===== config.mk =====
export PLATFORM = sky130hd
export DESIGN_NAME = sn_tile_scheduler_flat
export DESIGN_NICKNAME = d
export VERILOG_FILES = /design/src/rtl/sn_tile_scheduler_if.sv /design/src/rtl/sn_tile_scheduler.sv /design/src/flat_wrapper.sv
export SDC_FILE = /design/constraint.sdc
export NUM_CORES = 1
export LEC_CHECK = 0
export CAP_MARGIN = 30
export CORE_MARGIN = 2
export CORE_UTILIZATION = 53
export DETAILED_ROUTE_END_ITERATION = 8
export MAX_ROUTING_LAYER = met4
export PLACE_DENSITY = 0.8
export SLEW_MARGIN = 20
export SYNTH_ARGS = -nofsm -noshare
export SYNTH_HDL_FRONTEND = slang
export SYNTH_SLANG_ARGS = --single-unit

===== constraint.sdc =====
create_clock -name i_clk_sched -period 2.86 [get_ports i_clk_sched]
set_input_delay 0.286 -clock i_clk_sched [delete_from_list [all_inputs] [get_ports i_clk_sched]]
set_output_delay 0.286 -clock i_clk_sched [all_outputs]
set_load 0.03 [all_outputs]

===== src/rtl/sn_tile_scheduler_if.sv =====
// sn_tile_scheduler_if
// Bundles the job, operand-buffer, SNG, result and status signals of the
// tile scheduler. Signal names keep their i_/o_ prefixes as seen from the
// scheduler itself.
//   master : the scheduler (drives every o_* signal)
//   slave  : the surrounding layer controller / SNG bank / writeback side
interface sn_tile_scheduler_if #(
    parameter int NUM_BIT = 8,
    parameter int TILE_W  = 8
);
    // job interface
    logic               i_job_valid;
    logic               o_job_ready;
    logic [TILE_W-1:0]  i_job_ntiles;
    // operand buffer
    logic               o_load;
    logic               i_load_done;
    logic [TILE_W-1:0]  o_tile_idx;
    // SNG bank and neuron stream
    logic               o_start_gen;
    logic               o_stop_gen;
    logic               i_isgen;
    logic               i_sn_bit;
    // result handshake
    logic               o_res_valid;
    logic               i_res_ready;
    logic [NUM_BIT:0]   o_res_count;
    logic [TILE_W-1:0]  o_res_tile;
    // control / status
    logic               i_abort;
    logic               o_busy;
    logic               o_job_done;
    logic               o_err;

    modport master (
        input  i_job_valid, i_job_ntiles, i_load_done, i_isgen, i_sn_bit,
               i_res_ready, i_abort,
        output o_job_ready, o_load, o_tile_idx, o_start_gen, o_stop_gen,
               o_res_valid, o_res_count, o_res_tile, o_busy, o_job_done, o_err
    );

    modport slave (
        output i_job_valid, i_job_ntiles, i_load_done, i_isgen, i_sn_bit,
               i_res_ready, i_abort,
        input  o_job_ready, o_load, o_tile_idx, o_start_gen, o_stop_gen,
               o_res_valid, o_res_count, o_res_tile, o_busy, o_job_done, o_err
    );
endinterface


===== src/rtl/sn_tile_scheduler.sv =====
// sn_tile_scheduler
// Walks the SNG bank through a multi-tile job: per tile it loads the operand
// buffer, starts the SNG, counts ones on the neuron output stream and hands
// the count to writeback over valid/ready.
// Ports:
//   i_clk_sched : clock
//   i_rst_sched : synchronous, active-low reset
//   bus         : sn_tile_scheduler_if.master (job, load, SNG, result, status)
// Every output is a register; o_load, o_start_gen, o_stop_gen and o_job_done
// are one-cycle pulses raised on the edge that enters the related state.
module sn_tile_scheduler #(
    parameter int NUM_BIT    = 8,
    parameter int TILE_W     = 8,
    parameter int STREAM_LEN = 255,
    parameter int START_TO   = 15
) (
    input  logic               i_clk_sched,
    input  logic               i_rst_sched,
    sn_tile_scheduler_if.master bus
);
    localparam int CNT_W = NUM_BIT + 1;
    localparam int TO_W  = (START_TO > 1) ? $clog2(START_TO + 1) : 1;

    typedef enum logic [2:0] {
        S_IDLE, S_LOAD, S_START, S_WAITG, S_RUN, S_OUT, S_DONE
    } state_t;

    state_t             state_reg;
    logic [TILE_W-1:0]  ntiles_reg;
    logic [TILE_W-1:0]  tile_idx_reg;
    logic [CNT_W-1:0]   ones_cnt_reg;
    logic [CNT_W-1:0]   cyc_cnt_reg;
    logic [TO_W-1:0]    to_cnt_reg;
    logic               job_ready_reg;
    logic               load_reg;
    logic               start_gen_reg;
    logic               stop_gen_reg;
    logic               res_valid_reg;
    logic               busy_reg;
    logic               job_done_reg;
    logic               err_reg;

    always_ff @(posedge i_clk_sched) begin
        if (!i_rst_sched) begin
            state_reg     <= S_IDLE;
            ntiles_reg    <= '0;
            tile_idx_reg  <= '0;
            ones_cnt_reg  <= '0;
            cyc_cnt_reg   <= '0;
            to_cnt_reg    <= '0;
            job_ready_reg <= 1'b1;
            load_reg      <= 1'b0;
            start_gen_reg <= 1'b0;
            stop_gen_reg  <= 1'b0;
            res_valid_reg <= 1'b0;
            busy_reg      <= 1'b0;
            job_done_reg  <= 1'b0;
            err_reg       <= 1'b0;
        end else begin
            load_reg      <= 1'b0;
            start_gen_reg <= 1'b0;
            stop_gen_reg  <= 1'b0;
            job_done_reg  <= 1'b0;

            // DONE already exits next cycle, so an abort there would only
            // stretch the o_job_done pulse.
            if (bus.i_abort && state_reg != S_IDLE && state_reg != S_DONE) begin
                if (state_reg == S_WAITG || state_reg == S_RUN)
                    stop_gen_reg <= 1'b1;
                res_valid_reg <= 1'b0;
                job_done_reg  <= 1'b1;
                state_reg     <= S_DONE;
            end else begin
                case (state_reg)
                    S_IDLE: begin
                        if (bus.i_job_valid) begin
                            ntiles_reg    <= (bus.i_job_ntiles == '0) ? TILE_W'(1) : bus.i_job_ntiles;
                            tile_idx_reg  <= '0;
                            err_reg       <= 1'b0;
                            job_ready_reg <= 1'b0;
                            busy_reg      <= 1'b1;
                            load_reg      <= 1'b1;
                            state_reg     <= S_LOAD;
                        end
                    end
                    S_LOAD: begin
                        if (bus.i_load_done) begin
                            start_gen_reg <= 1'b1;
                            state_reg     <= S_START;
                        end
                    end
                    S_START: begin
                        ones_cnt_reg <= '0;
                        cyc_cnt_reg  <= '0;
                        to_cnt_reg   <= '0;
                        state_reg    <= S_WAITG;
                    end
                    // WAITG and RUN share the counting path: the first
                    // streaming cycle seen in WAITG is already counted, which
                    // also covers STREAM_LEN == 1.
                    S_WAITG, S_RUN: begin
                        if (bus.i_isgen) begin
                            cyc_cnt_reg  <= cyc_cnt_reg + CNT_W'(1);
                            ones_cnt_reg <= ones_cnt_reg + CNT_W'(bus.i_sn_bit);
                            if (cyc_cnt_reg + CNT_W'(1) == CNT_W'(STREAM_LEN)) begin
                                stop_gen_reg  <= 1'b1;
                                res_valid_reg <= 1'b1;
                                state_reg     <= S_OUT;
                            end else begin
                                state_reg <= S_RUN;
                            end
                        end else if (state_reg == S_RUN) begin
                            // SNG ended the stream on its own: no stop needed.
                            res_valid_reg <= 1'b1;
                            state_reg     <= S_OUT;
                        end else if (to_cnt_reg + TO_W'(1) == TO_W'(START_TO)) begin
                            err_reg      <= 1'b1;
                            stop_gen_reg <= 1'b1;
                            job_done_reg <= 1'b1;
                            state_reg    <= S_DONE;
                        end else begin
                            to_cnt_reg <= to_cnt_reg + TO_W'(1);
                        end
                    end
                    S_OUT: begin
                        if (bus.i_res_ready) begin
                            res_valid_reg <= 1'b0;
                            if (tile_idx_reg == ntiles_reg - TILE_W'(1)) begin
                                job_done_reg <= 1'b1;
                                state_reg    <= S_DONE;
                            end else begin
                                tile_idx_reg <= tile_idx_reg + TILE_W'(1);
                                load_reg     <= 1'b1;
                                state_reg    <= S_LOAD;
                            end
                        end
                    end
                    S_DONE: begin
                        job_ready_reg <= 1'b1;
                        busy_reg      <= 1'b0;
                        state_reg     <= S_IDLE;
                    end
                    default: state_reg <= S_IDLE;
                endcase
            end
        end
    end

    assign bus.o_job_ready = job_ready_reg;
    assign bus.o_load      = load_reg;
    assign bus.o_tile_idx  = tile_idx_reg;
    assign bus.o_start_gen = start_gen_reg;
    assign bus.o_stop_gen  = stop_gen_reg;
    assign bus.o_res_valid = res_valid_reg;
    assign bus.o_res_count = ones_cnt_reg;
    assign bus.o_res_tile  = tile_idx_reg;
    assign bus.o_busy      = busy_reg;
    assign bus.o_job_done  = job_done_reg;
    assign bus.o_err       = err_reg;
endmodule


===== src/flat_wrapper.sv =====
// flat-port wrapper written by rule: the top's interface ports become plain ports
module sn_tile_scheduler_flat 
#(
    parameter int NUM_BIT    = 8,
    parameter int TILE_W     = 8,
    parameter int STREAM_LEN = 255,
    parameter int START_TO   = 15
)
  (i_clk_sched, i_rst_sched, bus_i_job_valid, bus_i_job_ntiles, bus_i_load_done, bus_i_isgen, bus_i_sn_bit, bus_i_res_ready, bus_i_abort, bus_o_job_ready, bus_o_load, bus_o_tile_idx, bus_o_start_gen, bus_o_stop_gen, bus_o_res_valid, bus_o_res_count, bus_o_res_tile, bus_o_busy, bus_o_job_done, bus_o_err);
  sn_tile_scheduler_if #(.NUM_BIT(NUM_BIT), .TILE_W(TILE_W)) bus_i ();
  input  logic i_clk_sched;
  input  logic i_rst_sched;
  input wire logic [$bits(bus_i.i_job_valid)-1:0] bus_i_job_valid;
  input wire logic [$bits(bus_i.i_job_ntiles)-1:0] bus_i_job_ntiles;
  input wire logic [$bits(bus_i.i_load_done)-1:0] bus_i_load_done;
  input wire logic [$bits(bus_i.i_isgen)-1:0] bus_i_isgen;
  input wire logic [$bits(bus_i.i_sn_bit)-1:0] bus_i_sn_bit;
  input wire logic [$bits(bus_i.i_res_ready)-1:0] bus_i_res_ready;
  input wire logic [$bits(bus_i.i_abort)-1:0] bus_i_abort;
  output wire logic [$bits(bus_i.o_job_ready)-1:0] bus_o_job_ready;
  output wire logic [$bits(bus_i.o_load)-1:0] bus_o_load;
  output wire logic [$bits(bus_i.o_tile_idx)-1:0] bus_o_tile_idx;
  output wire logic [$bits(bus_i.o_start_gen)-1:0] bus_o_start_gen;
  output wire logic [$bits(bus_i.o_stop_gen)-1:0] bus_o_stop_gen;
  output wire logic [$bits(bus_i.o_res_valid)-1:0] bus_o_res_valid;
  output wire logic [$bits(bus_i.o_res_count)-1:0] bus_o_res_count;
  output wire logic [$bits(bus_i.o_res_tile)-1:0] bus_o_res_tile;
  output wire logic [$bits(bus_i.o_busy)-1:0] bus_o_busy;
  output wire logic [$bits(bus_i.o_job_done)-1:0] bus_o_job_done;
  output wire logic [$bits(bus_i.o_err)-1:0] bus_o_err;
  assign bus_i.i_job_valid = bus_i_job_valid;
  assign bus_i.i_job_ntiles = bus_i_job_ntiles;
  assign bus_i.i_load_done = bus_i_load_done;
  assign bus_i.i_isgen = bus_i_isgen;
  assign bus_i.i_sn_bit = bus_i_sn_bit;
  assign bus_i.i_res_ready = bus_i_res_ready;
  assign bus_i.i_abort = bus_i_abort;
  assign bus_o_job_ready = bus_i.o_job_ready;
  assign bus_o_load = bus_i.o_load;
  assign bus_o_tile_idx = bus_i.o_tile_idx;
  assign bus_o_start_gen = bus_i.o_start_gen;
  assign bus_o_stop_gen = bus_i.o_stop_gen;
  assign bus_o_res_valid = bus_i.o_res_valid;
  assign bus_o_res_count = bus_i.o_res_count;
  assign bus_o_res_tile = bus_i.o_res_tile;
  assign bus_o_busy = bus_i.o_busy;
  assign bus_o_job_done = bus_i.o_job_done;
  assign bus_o_err = bus_i.o_err;
  sn_tile_scheduler #(.NUM_BIT(NUM_BIT), .TILE_W(TILE_W), .STREAM_LEN(STREAM_LEN), .START_TO(START_TO)) u_core (.i_clk_sched(i_clk_sched), .i_rst_sched(i_rst_sched), .bus(bus_i));
endmodule

# Word level (Yosys, flattened, before mapping)
# Cells that the tools add are included.
# word_totals
reg_bits	49
latch_bits	0
mem_bits_rw	0
rom_bits	0
in_bits	16
output_inout_bits	33
memories	0
# op_classes
add_sub_neg	5
multipliers	0
div	0
n_lt_le_gt_ge	0
eq_ne	26
shifts	0
n_mux	53
bitwise_logic	3
n_reduce_logical	23
# op_table
cell	n
$pmux W9 S2	2
$mux W8	4
$mux W1	25
$mux W3	8
$mux W9	2
$ne A2 B2 Y1 const B	8
$pmux W8 S2	1
$ne A3 B2 Y1 const B	5
$pmux W3 S5	1
$mux W4	3
$pmux W1 S2	6
$reduce_and A4 Y1	3
$reduce_and A5 Y1	2
$reduce_bool A2 Y1	5
$add A9 B1 Y9	1
$add A9 B1 Y9 const B	1
$eq A3 B3 Y1 const B	3
$eq A9 B8 Y1 const B	1
$reduce_and A3 Y1	3
$add A8 B1 Y8 const B	1
$eq A8 B8 Y1	1
$logic_not A8 Y1	1
$pmux W4 S2	1
$sub A8 B1 Y8 const B	1
16 further kinds	21

# Logic depth before layout (Yosys ltp)
# depth
ltp_word	7
ltp_mapped	10
depth_no_buf	9

# Worst setup path before layout
# No wires, ideal clock.
# synth_path
path_type	register to register
from	reg u_core.ntiles_reg[2]
to	reg u_core.tile_idx_reg[7], in the netlist u_core.bus.o_res_tile[7]
setup_ns	0.070
t_arrival_ns	2.173
slack_ns	0.617
path_stages_with_launch	8
n_path_buf	0
period_less_slack_ns	2.243
cell_sequence	dfxtp_1 -> or3_4 -> o31a_1 -> o211a_1 -> o2111ai_2 -> a21oi_1 -> or4_1 -> a21oi_1
# synth_via
elab_chain_len	4
# synth_lines
element	line_no	rtl
start, declared	sn_tile_scheduler.sv:29	logic [TILE_W-1:0] ntiles_reg;
start signal, assigned	sn_tile_scheduler.sv:77	ntiles_reg <= (bus.i_job_ntiles == '0) ? TILE_W'(1) : bus.i_job_ntiles;
$sub A8 B1 Y8	sn_tile_scheduler.sv:128	if (tile_idx_reg == ntiles_reg - TILE_W'(1)) begin
$eq A8 B8 Y1	sn_tile_scheduler.sv:128	
$ne A2 B2 Y1 (no line)	n/a	
$reduce_and A5 Y1 (no line)	n/a	
end signal, assigned	sn_tile_scheduler.sv:132	tile_idx_reg <= tile_idx_reg + TILE_W'(1);
end, declared	sn_tile_scheduler.sv:30	logic [TILE_W-1:0] tile_idx_reg;
# Every way passes these cells.
# A chain may end at the register's enable or synchronous reset.

# Worst setup path after layout
# layout_path
from	reg u_core.ntiles_reg[0]
to	reg u_core.tile_idx_reg[7], in the netlist u_core.bus.o_res_tile[7]
# Same word-level chain as after synthesis.

==> reports/qor.csv <==
metric,value,unit
holdWs,483,ps
grt_pass1_wl,12.2,mm
p_clk_frac,0.207,
grt_max_degree,29,
dieArea,6010,um^2
antenna_found_initial,0,
dp_cells,481,
yosysWarningCount,0,
globalRouteOverflowTotal,0,
htree_num_levels,2,
path_delay_family,simple AND/OR/NAND/NOR gates,
synth_edf_count,0,
utilization,0.677,
grt_setup_unrepaired,no,
syn_to_final_growth,22.2,%
fin_skew,2.87,ps
drc,0,
synthArstFlopShare,0,
setup_viol,0,
power,2.20,mW
min_period_over_period,0.929,
p_per_area,629,nW/um^2
worst_slack,202,ps
grt_pass1_vias,2649,
drive_gt1_frac,0.0644,
place_congestion,0.898,
viasPerCell,5.89,
worstSetupStartpointType,register,
endpoint_kind,register,
seqPwrFrac,0.383,
io_pins,49,
pwr-share-comb,0.410,
seq_area_frac_synth,0.342,
finalHoldViolCount,0,
final_area,3500,um^2
numCtsBuffers,5,
ys_ff_latch,49,
ys.flop_type,dfxtp_1,
place_area,3380,um^2
syn_avg_cell_area,7.58,um^2
worstPathArrival,2900,ps
die_h,77.5,um
dp_hpwl,5.15,mm
crit_chain,inv_1 -> ha_1 -> nor4b_2 -> xnor2_1 -> nor4_1 -> o2111ai_2 -> a21oi_4 -> or4_1 -> a21oi_1,
core,5170,um^2
critPathBufInv,1,
crit_slowest_cell,or4_1,
track_usage,0.256,
maxSlewViolCount,0,
setup_tns,0,ps
slowest_delay,510,ps
ys_types,47,
synth_top_area_frac,0.342,
instances_no_fill,489,
num_rows,26,
max_freq,376,MHz
status,"finished, final reports clean",
cts_hold_buf,0,
max-cap-violations,0,
worst-path-max-fanout,11,
drt-wirelength-per-cell,14.8,um
clk_latency,300,ps
die_w,77.5,um
preCtsSetupSlack,13.7,ps
tightest_slew,558,ps
syn_area,2870,um^2
intPower,1.33,mW
finalCriticalPeriod,2660,ps
antennaDiodeCount,0,
drtIter0Drc,351,
startpoint,u_core.ntiles_reg[0],
syn-num-nets,402,
hold_class,register to register,
postRouteAntennaNets,0,
synth_area_leaders,"dfxtp_1, nand2_1, o21ai_0",
port_buffers,48,
p_switching,869,uW
wl,7.24,mm
vias,2879,
clk_pin_slew,90,ps
cts_sinks,49,
worstHoldStart,u_core.bus.o_res_valid,
clk_path_buf_depth,2,
first_pass_iters,5,
r2r-start,u_core.ntiles_reg[0],
start_util,0.554,
cp.required,3100,ps
relSlewSlack,0.627,
path_class,register to register,
final_nets,442,
synthCells,378,
p_sw_frac,0.395,
cts_tree,built,
root_buffer,clkbuf_8,
synth_top_area_cell,dfxtp_1,
p_leak,1.28,nW
vdd_drop_max,333,uV
[logic make-up (layout without fill, tap and decap cells)]
group | after synthesis | count (layout) | synth area share
mux | 3 | 3 | 0.0105
xor+xnor | 20 | 20 | 0.0611
compound gates | 96 | 96 | 0.206
fa+ha+maj | 8 | 8 | 0.0349
buf+inv | 34 | 75 | 0.0559
flops | 49 | 49 | 0.342
simple gates | 168 | 168 | 0.289
[cell usage after synthesis (5+ instances only)]
| cell type | number |
|---|---|
| a21boi_0 | 11 |
| a21oi_1 | 23 |
| a31oi_1 | 6 |
| and2_1 | 7 |
| and3_1 | 5 |
| buf_4 | 8 |
| clkbuf_1 | 15 |
| dfxtp_1 | 49 |
| ha_1 | 8 |
| inv_1 | 9 |
| nand2_1 | 53 |
| nand2b_1 | 6 |
| nand3_1 | 21 |
| nor2_1 | 30 |
| nor2b_1 | 8 |
| nor3_1 | 13 |
| o21ai_0 | 35 |
| or3_1 | 5 |
| xnor2_1 | 11 |
| xor2_1 | 9 |
[path summary, 6_finish.rpt]
check	end	slack, ps	cells past startpoint
worst max register to register	u_core.bus.o_res_tile[7]	200	9
worst min register to register	u_core.bus.o_res_valid	480	2
worst max-delay path	u_core.bus.o_res_tile[7]	200	9
worst min-delay path	u_core.bus.o_res_valid	480	2
[metal layers]
layer	global-route usage	routed length, um	vias to the layer above
met3	0.0512	449	17
li1	-	-	1407
met5	-	0	-
met4	0.0964	177	0
met2	0.410	3400	111
met1	0.321	3210	1344
[cell usage in the layout, fill, tap and decap left out, drive strengths merged, types with 7 or more instances in the layout]
| master | count |
|---|---|
| nor3 | 13 |
| a21oi | 23 |
| nor2b | 8 |
| clkbuf | 7 |
| nand3 | 21 |
| o21ai | 36 |
| xnor2 | 11 |
| a21boi | 11 |
| nand2 | 53 |
| nor2 | 30 |
| dfxtp | 49 |
| inv | 9 |
| clkdlybuf4s50 | 48 |
| xor2 | 9 |
| buf | 10 |
| ha | 8 |
| and2 | 7 |
[layout make-up]
type	count	area, um^2
Multi-Input combinational cell	295	1740
Fill cell	447	1670
Clock inverter	1	5.00
Inverter	9	33.8
Tap cell	70	87.6
Clock buffer	7	96.3
Timing Repair Buffer	58	556
Sequential cell	49	981
[timing repair]
item | 4_1_cts | 5_1_grt
buffers inserted | 0 | 0
gates resized for setup | 1 | 2
setup endpoints to repair | 4 | 4
[worst reg2reg max path: stages (launching register included)]
cell and delay (ps):
dfxtp_1 380, inv_1 80, ha_1 260, nor4b_2 370
xnor2_1 190, nor4_1 80, o2111ai_2 410, a21oi_4 170
or4_1 520, a21oi_1 140
[power by group through the flow]
stage	combinational, mW	clock (mW)	sequential [mW]
after global routing	1.00	0.492	0.855
after detailed placement	0.869	0	0.852
after CTS	0.878	0.463	0.837
after floorplan	0.598	0	0.857
after global placement	0.846	0	0.847
final	0.903	0.455	0.843
Note: power is estimated with default switching activity, not from simulation.
